--- config.mk ---
export PLATFORM = sky130hd
export DESIGN_NAME = mem_req_arbiter
export DESIGN_NICKNAME = d
export VERILOG_FILES = /design/src/rtl/mem_req_arbiter_pkg.sv /design/src/rtl/mem_req_arbiter_pick.sv /design/src/rtl/mem_req_arbiter.sv
export SDC_FILE = /design/constraint.sdc
export NUM_CORES = 1
export LEC_CHECK = 0
export CORE_MARGIN = 2
export CORE_UTILIZATION = 40
export DETAILED_ROUTE_END_ITERATION = 8
export PLACE_DENSITY = 0.83
export REMOVE_ABC_BUFFERS = 1
export SYNTH_ARGS = -nofsm -noshare
export SYNTH_HDL_FRONTEND = slang
export SYNTH_SLANG_ARGS = --single-unit
--- constraint.sdc ---
create_clock -name clk -period 1.8 [get_ports clk]
set_clock_uncertainty 0.05 [all_clocks]
set_input_delay 0.27 -clock clk [delete_from_list [all_inputs] [get_ports clk]]
set_output_delay 0.27 -clock clk [all_outputs]
set_load 0.03 [all_outputs]
--- src/rtl/mem_req_arbiter_pkg.sv ---
`default_nettype none
// ============================================================================
//  Package     : mem_arb_pkg
//  Description : Shared encodings for the instruction/data memory-port
//                arbiter: FSM state, transaction owner and access size.
//  Revision    : 1.0  initial release
// ============================================================================
package mem_arb_pkg;

  // Arbiter sequencing state
  typedef enum logic [1:0] {
    S_IDLE = 2'd0,
    S_ADDR = 2'd1,
    S_DATA = 2'd2
  } arb_state_e;

  // Which requester currently owns the memory port
  typedef enum logic [1:0] {
    OWN_NONE = 2'd0,
    OWN_INST = 2'd1,
    OWN_DATA = 2'd2
  } arb_owner_e;

  // Access size encodings shared with the bridge
  localparam logic [1:0] SZ_BYTE = 2'd0;
  localparam logic [1:0] SZ_HALF = 2'd1;
  localparam logic [1:0] SZ_WORD = 2'd2;

  // Encoding 3 is not a legal size; fold it to a word access so the bridge
  // only ever sees one of the three defined encodings.
  function automatic logic [1:0] legal_size(input logic [1:0] sz);
    logic [1:0] res;
    case (sz)
      SZ_BYTE: res = SZ_BYTE;
      SZ_HALF: res = SZ_HALF;
      default: res = SZ_WORD;
    endcase
    return res;
  endfunction

endpackage : mem_arb_pkg
`default_nettype wire

--- src/rtl/mem_req_arbiter_pick.sv ---
`default_nettype none
// ============================================================================
//  Module      : arb_pick
//  Description : Combinational grant selector for the memory-port arbiter.
//                Holds the whole arbitration policy so the sequencing FSM
//                does not depend on it.
//  Revision    : 1.0  initial release
//
//  Configuration macro:
//    ARB_ROUND_ROBIN_EN  defined   -> on a tie, grant the side that did not
//                                     win the previous grant
//                        undefined -> data side always beats fetch side
//
//  Ports:
//    inst_req   in   fetch request pending
//    data_req   in   data request pending
//    last_data  in   1 = data side won the previous grant
//    grant      out  winner (arb_owner_e encoding, OWN_NONE if idle)
// ============================================================================
module arb_pick
  import mem_arb_pkg::*;
(
  input  logic       inst_req,
  input  logic       data_req,
  input  logic       last_data,
  output logic [1:0] grant
);

`ifdef ARB_ROUND_ROBIN_EN
  always_comb begin
    grant = OWN_NONE;
    if (inst_req && data_req) begin
      // Tie: hand the port to whoever lost last time.
      grant = last_data ? OWN_INST : OWN_DATA;
    end else if (data_req) begin
      grant = OWN_DATA;
    end else if (inst_req) begin
      grant = OWN_INST;
    end
  end
`else
  // Fixed priority has no history; the input exists only to keep the
  // interface identical across both builds.
  logic unused_last_data;
  assign unused_last_data = last_data;

  always_comb begin
    grant = OWN_NONE;
    if (data_req) begin
      grant = OWN_DATA;
    end else if (inst_req) begin
      grant = OWN_INST;
    end
  end
`endif

endmodule : arb_pick
`default_nettype wire

--- src/rtl/mem_req_arbiter.sv ---
`default_nettype none
// ============================================================================
//  Module      : mem_req_arbiter
//  Description : Shares the core's single SRAM-like memory port between the
//                instruction-fetch side (read only) and the data side
//                (load/store). One transaction is in flight at a time; the
//                address and data handshakes plus read data are routed back
//                to the side that owns the transaction.
//  Revision    : 1.0  initial release
//
//  Configuration macro:
//    ARB_ROUND_ROBIN_EN  alternate grants on simultaneous requests
//                        (default: data side has fixed priority)
//
//  Ports:
//    clk, rst                 clock, asynchronous active-low reset
//    inst_req/addr            fetch request and address
//    inst_addr_ok/data_ok     fetch handshakes, inst_rdata fetch data
//    data_req/wr/size/addr/wdata  data-side request fields
//    data_addr_ok/data_ok     data handshakes, data_rdata load data
//    mem_req/wr/size/addr/wdata   registered request toward the bridge
//    mem_addr_ok/data_ok/rdata    bridge responses
//    busy                     transaction in flight
// ============================================================================
module mem_req_arbiter
  import mem_arb_pkg::*;
#(
  parameter int ADDR_W = 32,
  parameter int DATA_W = 32
) (
  input  logic              clk,
  input  logic              rst,
  // fetch side
  input  logic              inst_req,
  input  logic [ADDR_W-1:0] inst_addr,
  output logic              inst_addr_ok,
  output logic              inst_data_ok,
  output logic [DATA_W-1:0] inst_rdata,
  // data side
  input  logic              data_req,
  input  logic              data_wr,
  input  logic [1:0]        data_size,
  input  logic [ADDR_W-1:0] data_addr,
  input  logic [DATA_W-1:0] data_wdata,
  output logic              data_addr_ok,
  output logic              data_data_ok,
  output logic [DATA_W-1:0] data_rdata,
  // bridge side
  output logic              mem_req,
  output logic              mem_wr,
  output logic [1:0]        mem_size,
  output logic [ADDR_W-1:0] mem_addr,
  output logic [DATA_W-1:0] mem_wdata,
  input  logic              mem_addr_ok,
  input  logic              mem_data_ok,
  input  logic [DATA_W-1:0] mem_rdata,
  // status
  output logic              busy
);

  arb_state_e        r_state;
  arb_state_e        w_state_nxt;
  arb_owner_e        r_owner;
  logic [1:0]        w_grant;
  logic              w_take;
  logic              w_last_data;
  logic [DATA_W-1:0] r_inst_rdata;
  logic [DATA_W-1:0] r_data_rdata;

  // --------------------------------------------------------------------------
  // Arbitration history (only kept when alternating grants)
  // --------------------------------------------------------------------------
`ifdef ARB_ROUND_ROBIN_EN
  logic r_last_data;  // 0 = fetch won last (reset value), 1 = data won last

  always_ff @(posedge clk or negedge rst) begin
    if (!rst) begin
      r_last_data <= 1'b0;
    end else if (w_take) begin
      r_last_data <= (w_grant == OWN_DATA);
    end
  end

  assign w_last_data = r_last_data;
`else
  assign w_last_data = 1'b0;
`endif

  arb_pick u_pick (
    .inst_req  (inst_req),
    .data_req  (data_req),
    .last_data (w_last_data),
    .grant     (w_grant)
  );

  // --------------------------------------------------------------------------
  // FSM state register
  // --------------------------------------------------------------------------
  always_ff @(posedge clk or negedge rst) begin
    if (!rst) begin
      r_state <= S_IDLE;
    end else begin
      r_state <= w_state_nxt;
    end
  end

  // --------------------------------------------------------------------------
  // Next state and handshake strobes. Bridge responses are only honoured in
  // the state that expects them; anything else is dropped silently.
  // --------------------------------------------------------------------------
  always_comb begin
    w_state_nxt  = r_state;
    w_take       = 1'b0;
    inst_addr_ok = 1'b0;
    data_addr_ok = 1'b0;
    inst_data_ok = 1'b0;
    data_data_ok = 1'b0;
    case (r_state)
      S_IDLE: begin
        if (w_grant != OWN_NONE) begin
          w_take      = 1'b1;
          w_state_nxt = S_ADDR;
        end
      end
      S_ADDR: begin
        if (mem_addr_ok) begin
          inst_addr_ok = (r_owner == OWN_INST);
          data_addr_ok = (r_owner == OWN_DATA);
          w_state_nxt  = S_DATA;
        end
      end
      S_DATA: begin
        if (mem_data_ok) begin
          inst_data_ok = (r_owner == OWN_INST);
          data_data_ok = (r_owner == OWN_DATA);
          w_state_nxt  = S_IDLE;
        end
      end
      default: begin
        w_state_nxt = S_IDLE;
      end
    endcase
  end

  // --------------------------------------------------------------------------
  // Request latch toward the bridge, owner tracking and read-data holding
  // --------------------------------------------------------------------------
  always_ff @(posedge clk or negedge rst) begin
    if (!rst) begin
      mem_req      <= 1'b0;
      mem_wr       <= 1'b0;
      mem_size     <= 2'd0;
      mem_addr     <= '0;
      mem_wdata    <= '0;
      r_owner      <= OWN_NONE;
      r_inst_rdata <= '0;
      r_data_rdata <= '0;
    end else begin
      if (w_take) begin
        mem_req <= 1'b1;
        r_owner <= arb_owner_e'(w_grant);
        if (w_grant == OWN_DATA) begin
          mem_wr    <= data_wr;
          mem_size  <= legal_size(data_size);
          mem_addr  <= data_addr;
          mem_wdata <= data_wdata;
        end else begin
          // Fetches are always full-word reads.
          mem_wr    <= 1'b0;
          mem_size  <= SZ_WORD;
          mem_addr  <= inst_addr;
          mem_wdata <= '0;
        end
      end

      if (r_state == S_ADDR && mem_addr_ok) begin
        mem_req <= 1'b0;
      end

      if (r_state == S_DATA && mem_data_ok) begin
        r_owner <= OWN_NONE;
      end

      if (inst_data_ok) begin
        r_inst_rdata <= mem_rdata;
      end
      if (data_data_ok) begin
        r_data_rdata <= mem_rdata;
      end
    end
  end

  // The owner sees fresh data in the data_ok cycle itself; otherwise each
  // side keeps showing the last word it received.
  assign inst_rdata = inst_data_ok ? mem_rdata : r_inst_rdata;
  assign data_rdata = data_data_ok ? mem_rdata : r_data_rdata;

  assign busy = (r_state != S_IDLE);

endmodule : mem_req_arbiter
`default_nettype wire
# Word-level counts from Yosys, hierarchy flattened

Index checks and enable logic that the tools add are counted.

Reductions and logical operators: 9
Equality and inequality tests: 9
Multiplexer cells: 27

Operators with widths:

| cell               | count |
|---|---|
| $mux 32            | 4 |
| $mux 1             | 14 |
| $mux 2             | 7 |
| $reduce_bool 2->1  | 4 |
| $eq 2x1->1 const B | 3 |
| $eq 2x2->1 const B | 3 |
| $ne 2x2->1 const B | 3 |
| $pmux 2 s3         | 1 |
| $logic_not 2->1    | 2 |
| $pmux 2 s2         | 1 |
| $reduce_and 3->1   | 1 |
| $logic_and 1x1->1  | 2 |

Register bits after elaboration: 136
Word-level logic and storage cells: 54

# Depth between registers and ports, before layout

Gate-level depths: netlist (run 1).

Depth after elaboration: 7
Mapped depth: 5
Mapped depth without buffers: 3

# Modules after synthesis

Synthesis (run 1) repeated with hierarchy kept, for this count alone.

Cell total of the unflattened synthesis: 351
Area, all modules: 5474.0 um2

By module, submodules not included:

| module          | times used | area each (um2) | cells an instance | sequential area each (um2) |
|---|---|---|---|---|
| mem_req_arbiter | 1          | 5452.7          | 349               | 3403.3 |
| arb_pick        | 1          | 21.3            | 2                 | 0.0 |

# Worst setup path before layout (run 1)

Ideal clock, no wire load.

Path kind: register to output
Start: register r_state[0]
End: output port data_rdata[22]
Data arrival time: 1.500 ns
Path buffers: 1
Setup slack: -0.020 ns
Cell stages (with the launch flop): 5
Cell sequence: dfrtp_1 -> nand3b_2 -> nor2_4 -> buf_6 -> mux2_2

Cells in the longest elaborated chain, start to end: 3

RTL lines:

| what                   | line                   | source |
|---|---|---|
| start, declared        | mem_req_arbiter.sv:61  | `arb_state_e r_state;` |
| start signal, assigned | mem_req_arbiter.sv:103 | `r_state <= w_state_nxt;` |
| $eq 2x2->1             | mem_req_arbiter.sv:118 | `case (r_state)` |
| $mux 1                 | mem_req_arbiter.sv:118 |  |
| via data_data_ok       | mem_req_arbiter.sv:46  | `output logic data_data_ok,` |
| $mux 32                | --                     |  |
| end, declared          | mem_req_arbiter.sv:47  | `output logic [DATA_W-1:0] data_rdata,` |

The timed path passes the listed nets, and every way through them passes these cells.

# Worst setup path in the final report (run 1)

Start: register r_state[0]
End: output port inst_rdata[8]

Cells in the longest elaborated chain, start to end: 3

RTL lines:

| what          | line                   | source |
|---|---|---|
| $eq 2x2->1    | mem_req_arbiter.sv:118 |  |
| $mux 1        | mem_req_arbiter.sv:118 |  |
| $mux 32       | --                     |  |
| end, declared | mem_req_arbiter.sv:38  | `output logic [DATA_W-1:0] inst_rdata,` |

Every way passes these cells.

==> results of run 1 <==
[cells in the final DEF (no fill, tap or decap)]
master,synthesis,layout
clkdlybuf4s50_1,0,152
o21ai_0,3,3
dlygate4sd3_1,0,1
mux2_2,127,95
nor2_1,3,2
dlygate4sd2_1,0,36
buf_12,0,9
a22o_1,33,33
buf_6,3,44
clkbuf_16,0,22
dfrtp_1,136,136
dlymetal6s2s_1,0,14
clkdlybuf4s15_2,0,9
o21ai_4,0,1
clkinv_2,0,4
and2_1,1,1
mux2_4,0,33
buf_4,4,48
o31ai_1,2,2
nand3b_4,0,1
clkbuf_8,0,5
nand2_1,2,2
a22oi_1,2,2
a21bo_2,1,1
a32o_1,1,1
nor2b_1,1,1
nand2b_4,0,2
clkbuf_1,2,2
buf_2,12,18
inv_1,5,5
nor2_4,2,3
a21oi_1,1,1
nand3b_1,1,1
[timing repair]
| action | in CTS | in global routing |
|---|---|---|
| endpoints found under the setup margin | 104 | 82 |
| setup buffers | 6 | 20 |
| resized for setup | 281 | 192 |
| hold endpoints to repair | 118 | 0 |
| hold buffers | 1 | 0 |
| cloned | 2 | 5 |
| pin swaps | 1 | 1 |
[routing by layer]
layer	wire length [um]	up-vias	track usage [%]
met4	469	0	10.2
met2	9090	204	39.5
met1	6220	2092	23.6
li1	-	1919	-
met3	1440	30	8.63
met5	0	-	0
[cells by family after synthesis]
kind of cell	Yosys count	share of synthesized area (%)
mux	128	26.5
simple gates	13	1.56
compound gates	44	6.75
flops	136	62.5
buf+inv	26	2.76
[worst max-delay path by stage]
stage	endpoint	slack (ns)	cells past startpoint
2_1_floorplan	mem_addr[0]	-0.65	2
3_5_place_dp	data_rdata[17]	-0.83	6
5_1_grt	inst_rdata[0]	-0.67	5
4_1_cts	inst_rdata[29]	-0.62	5
3_3_place_gp	data_rdata[12]	-0.79	6
6_report	inst_rdata[8]	-0.61	5
[power breakdown]
| part | total (mW) | internal, mW | switching [mW] |
|---|---|---|---|
| sequential | 5.13 | 4.50 | 0.628 |
| clock | 3.08 | 1.90 | 1.18 |
| combinational | 9.86 | 4.52 | 5.35 |
| total | 18.1 | 10.9 | 7.16 |
[sequential cells by signal, indices dropped and copies added (netlist names)]
register / count
r_state: 2
mem_wdata: 32
r_inst_rdata: 32
mem_wr: 1
r_data_rdata: 32
mem_req: 1
mem_size: 2
r_owner: 2
mem_addr: 32
[cell type report]
| cell class | count | share of cell area [%] |
|---|---|---|
| Clock inverter | 4 | 0.209 |
| Clock buffer | 24 | 5.23 |
| Inverter | 5 | 0.196 |
| Multi-Input combinational cell | 185 | 21.4 |
| Sequential cell | 136 | 35.5 |
| Timing Repair Buffer | 336 | 35.2 |
| Tap cell | 176 | 2.29 |
==> results.yml, run 1 <==
power:
  vdd_drop_max_uv: 1090
  power-per-cell-area_nw_per_um2: 1880
  totalPowerFinal_mw: 18.1
  power_leakage_nw: 4.62
layout:
  finalCoreUtilization_pct: 72.2
  num_antenna_cells: 0
  final_area_um2: 9600
  final_layout_size_suffix_gt1_share_pct: 42.8
  filler_cell_count: 904
  layout.nets: 818
  area_of_combinational_cells_with_multiple_inputs_um2: 2060
  area.sequential_um2: 3400
  post_layout_nonfiller_instances: 866
  area_growth_pct: 76.1
clock_tree:
  cts.sink_count: 136
  cts_inserted_buffers: 17
  clock_latency_on_the_worst_skew_pair_ns: 0.41
  h_tree_depth: 4
  tritoncts: "yes"
  worst_setup_hold_path_clk_slew_ns: 0.06
  cell_at_the_root_of_the_clock_tree: "clkbuf_16"
  clockBufferDepth: 2
grt:
  global_route.overflow_total: 0
  vias_in_the_first_global_route: 4583
  grt_first_pass_wirelength_mm: 24.4
  gr-usage-all-layers_pct: 22.4
  antenna_found_initial: 0
  grt_max_degree: 41
synthesis:
  postSynthRegisterBits: 136
  yosysSeqAreaShare_pct: 62.5
  synth.distinct_cells: 24
  synth_most_common_cell: "dfrtp_1"
  synth_commonest_cells: "dfrtp_1, mux2_2, a22o_1"
  synthFlopType: "dfrtp_1"
  post_synth_main_area_contributors: "dfrtp_1, mux2_2, a22o_1"
  synthesis.area_um2: 5450
  post_synth.cell_area_avg_um2: 15.7
  async_flop_share_pct: 100
  synth_enable_flop_cells: 0
  synth_largest_area_cell: "dfrtp_1"
  yosys.area.top_type_share_pct: 62.5
  synth_cells: 347
  ys_warn_count: 0
die:
  initial_util_pct: 41.0
  chipWidth_um: 121
  num_io_pins: 274
  core_region_area_um2: 13300
  die-height_um: 121
  rows: 42
  design.die.area_um2: 14600
placed_design:
  place.detailed.instances: 808
  dp_hpwl_mm: 12.1
  port_buffers: 273
  post_dp_cell_area_um2: 8580
  gp_routability_congestion: 0.769
  pre_cts_slack_ns: -0.825
timing:
  setup_viol: 68
  fmax_ghz: 0.415
  final_min_period_over_clock_period_pct: 134
  tns_ns: -31.76
  fin_ws_ns: -0.608
  drv_slew: 0
  worst_slew_margin_rel_pct: 72.8
  timing_worst_slew_pin_value_ns: 0.410
  timing.hold.ws_ns: 0.265
  hold_viol: 0
  grt_setup_unrepaired: "yes"
  finalWorstPathRequiredPeriod_ns: 2.41
setup_path:
  cp_slowest_stage_delay_ns: 0.39
  worst_setup_path_end_kind: "primary output"
  critical_path.startpoint: "r_state[0]"
  timing.rr.end: "mem_wdata[27]"
  r2r-start: "r_state[1]"
  register_to_register_setup_slack_ns: 0.08
  worst_ep_required_time_ns: 1.48
  path_max_fanout: 16
  worst_ep_arrival_time_ns: 2.09
  timing.reg2reg.worst_path_depth: 8
  critical_path.cell_chain: "nand3b_4, nor2_4, clkbuf_16, mux2_2, clkdlybuf4s15_2"
  worst-path-buf-inv: 2
  worst_setup_path_start_kind: "flop"
  master_of_the_slowest_instance_on_the_critical_path: "dfrtp_1"
  timing.critical_path.max_delay_family: "buffers and inverters"
  critPathKind: "flop to primary output"
run_status:
  failed_checks: "negative setup slack"
  run_status: "complete, but fails checks"
min_path:
  timing.hold.worst.class: "input pin to asynchronous set/reset pin"
detailed_routing:
  drtAntennaViolNets: 0
  remaining_drc_errors: 0
  route.vias.total: 4245
  via_per_inst: 4.90
  firstDrtPassIters: 4
  drt_wl_total_mm: 17.2
  drtIter0Drc: 148
  routed_wire_length_per_instance_um: 19.9
job:
  maxCapViolations: 0
No activity file was read; power rests on OpenSTA's default activity.
==> inputs of run 2 (changes only) <==
- CELL_PAD_IN_SITES_DETAIL_PLACEMENT: not set -> 0
- CELL_PAD_IN_SITES_GLOBAL_PLACEMENT: not set -> 1
- CORE_UTILIZATION: 40 -> 31
==> run 2 against run 1 <==
  * The run still ends with negative setup slack left
  * Register-to-register slack improved by 0.05 ns
  * Final cell count rose by 5.9%
  * Worst setup slack better by 0.15 ns
  * Core utilization shrank 15 points
  * Power is 3.2% higher
  * Via count shrank 0.87%
  * Largest power group unchanged
  * Critical path depth increased by 1
  * Critical endpoint is now inst_rdata[1]
  * Worst hold slack improved by 0.022 ns
  * Largest cell class is now non-clock buffers
  * Clock power up 9.4%
  * Sequential share of layout area down 1.2 points
  * Combinational power about the same
==> results.yml, run 2 (same netlist as run 1, synthesis figures left out) <==
layout:
  filler_cell_count: 1348
  most_common_library_cell_in_the_layout_ignoring_fill_and_taps: "clkdlybuf4s50_1"
  final_area_um2: 9930
  area_of_combinational_cells_with_multiple_inputs_um2: 2130
  layout.nets: 816
  area_growth_pct: 82.3
  final_layout_size_suffix_gt1_share_pct: 43.5
  num_antenna_cells: 0
  post_layout_nonfiller_instances: 917
  area.sequential_um2: 3400
  mostFrequentLayoutCells: "clkdlybuf4s50_1, dfrtp_1, mux2_2"
die:
  chipWidth_um: 137
  design.die.area_um2: 18700
  initial_util_pct: 31.6
  num_io_pins: 274
  die-height_um: 137
  rows: 48
  core_region_area_um2: 17200
setup_path:
  register_to_register_setup_slack_ns: 0.13
  critPathKind: "flop to primary output"
  master_of_the_slowest_instance_on_the_critical_path: "dfrtp_1"
  worst-path-buf-inv: 3
  timing.reg2reg.worst_path_depth: 8
  cp_slowest_stage_delay_ns: 0.38
  critical_path.startpoint: "r_state[0]"
  timing.critical_path.max_delay_family: "buffers and inverters"
  timing.rr.end: "mem_wdata[16]"
  worst_setup_path_start_kind: "flop"
  worst_ep_required_time_ns: 1.48
  worst_ep_arrival_time_ns: 1.94
  crit_top_cell: "buf_12"
  critical_path.cell_chain: "nand3b_4, nor2_4, buf_12, buf_12, mux2_4, buf_6"
  path_max_fanout: 8
  r2r-start: "r_state[0]"
  worst_setup_path_end_kind: "primary output"
min_path:
  timing.hold.worst.class: "input pin to asynchronous set/reset pin"
detailed_routing:
  route.vias.total: 4208
  routed_wire_length_per_instance_um: 18.0
  via_per_inst: 4.59
  drtAntennaViolNets: 0
  remaining_drc_errors: 0
  drt_wl_total_mm: 16.6
  drtIter0Drc: 137
  firstDrtPassIters: 4
power:
  power-per-cell-area_nw_per_um2: 1880
  proportion_of_power_drawn_by_flip_flops_and_latches_pct: 27.3
  power_leakage_nw: 4.99
  p_switching_mw: 7.46
  vdd_drop_max_uv: 994
  totalPowerFinal_mw: 18.6
  power.clock.fraction_pct: 18.1
  combPwrFrac_pct: 54.6
  intPower_mw: 11.2
  power_switching_share_pct: 40.0
placed_design:
  port_buffers: 273
  post_dp_cell_area_um2: 8700
  place.detailed.instances: 861
  dp_hpwl_mm: 11.7
  gp_routability_congestion: 0.773
clock_tree:
  tritoncts: "yes"
  h_tree_depth: 4
  cts.sink_count: 136
  clock_latency_on_the_worst_skew_pair_ns: 0.40
  worst_setup_hold_path_clk_slew_ns: 0.06
  clockBufferDepth: 2
  cts_inserted_buffers: 17
  cell_at_the_root_of_the_clock_tree: "clkbuf_16"
timing:
  timing_worst_slew_pin_value_ns: 0.410
  setup_viol: 68
  worst_slew_margin_rel_pct: 72.7
  drv_slew: 0
  grt_setup_unrepaired: "yes"
  finalWorstPathRequiredPeriod_ns: 2.26
  final_min_period_over_clock_period_pct: 125
  hold_viol: 0
  fmax_ghz: 0.443
  fin_ws_ns: -0.456
grt:
  antenna_found_initial: 0
  global_route.overflow_total: 0
  gr-usage-all-layers_pct: 17.4
  grt_max_degree: 41
  vias_in_the_first_global_route: 4604
  grt_first_pass_wirelength_mm: 24.7
job:
  maxCapViolations: 0
run_status:
  failed_checks: "negative setup slack"
  run_status: "complete, but fails checks"
-- run 2: worst max-delay path by stage --
stage | cells past startpoint | end
after global routing | 6 | inst_rdata[1]
after detailed placement | 6 | data_rdata[5]
after global placement | 6 | data_rdata[27]
after CTS | 6 | inst_rdata[26]
after floorplan | 2 | mem_addr[0]
final | 6 | inst_rdata[1]
-- run 2: cell type report --
class                      count  share of cell area, %
sequential                   136                   34.3
inverter                       5                  0.189
timing repair buffer         334                   35.5
clock inverter                15                   1.51
tap                          225                   2.83
clock buffer                  17                   4.28
multi-input combinational    185                   21.4
-- run 2: power by group through the flow --
stage          registers [mW]  logic, mW  clock network, mW
2_1_floorplan            6.42       3.84                  0
3_3_place_gp             5.03       9.29                  0
3_5_place_dp             5.12       9.43                  0
4_1_cts                  5.10       10.0               3.45
5_1_grt                  5.25       10.6               3.63
6_report                 5.09       10.2               3.37
-- run 2: what timing repair did --
item	4_1_cts	5_1_grt
hold buffers	1	0
cloned	2	0
setup endpoints to repair	80	116
gates resized for setup	404	86
hold endpoints to repair	36	0
setup buffers	13	11
pin swaps	3	4
-- run 2: through the flow --
step	hold slack [ns]	setup slack, ns	TNS, ns	utilization (%)
3_5_place_dp	0.163	-0.798	-47.80	50.5
4_1_cts	0.285	-0.490	-28.47	56.1
5_1_grt	0.299	-0.521	-29.83	57.6
2_1_floorplan	-0.0756	-0.651	-75.24	-
3_3_place_gp	0.161	-0.741	-42.82	50.5
6_report	0.287	-0.456	-25.08	57.6
-- run 2: per-layer routing --
| layer | vias up | wire [um] | global-route usage (%) |
|---|---|---|---|
| li1 | 1921 | - | - |
| met1 | 2102 | 6500 | 20.2 |
| met2 | 156 | 8510 | 29.7 |
| met3 | 29 | 1090 | 5.74 |
| met4 | 0 | 438 | 6.77 |
| met5 | - | 0 | 0 |
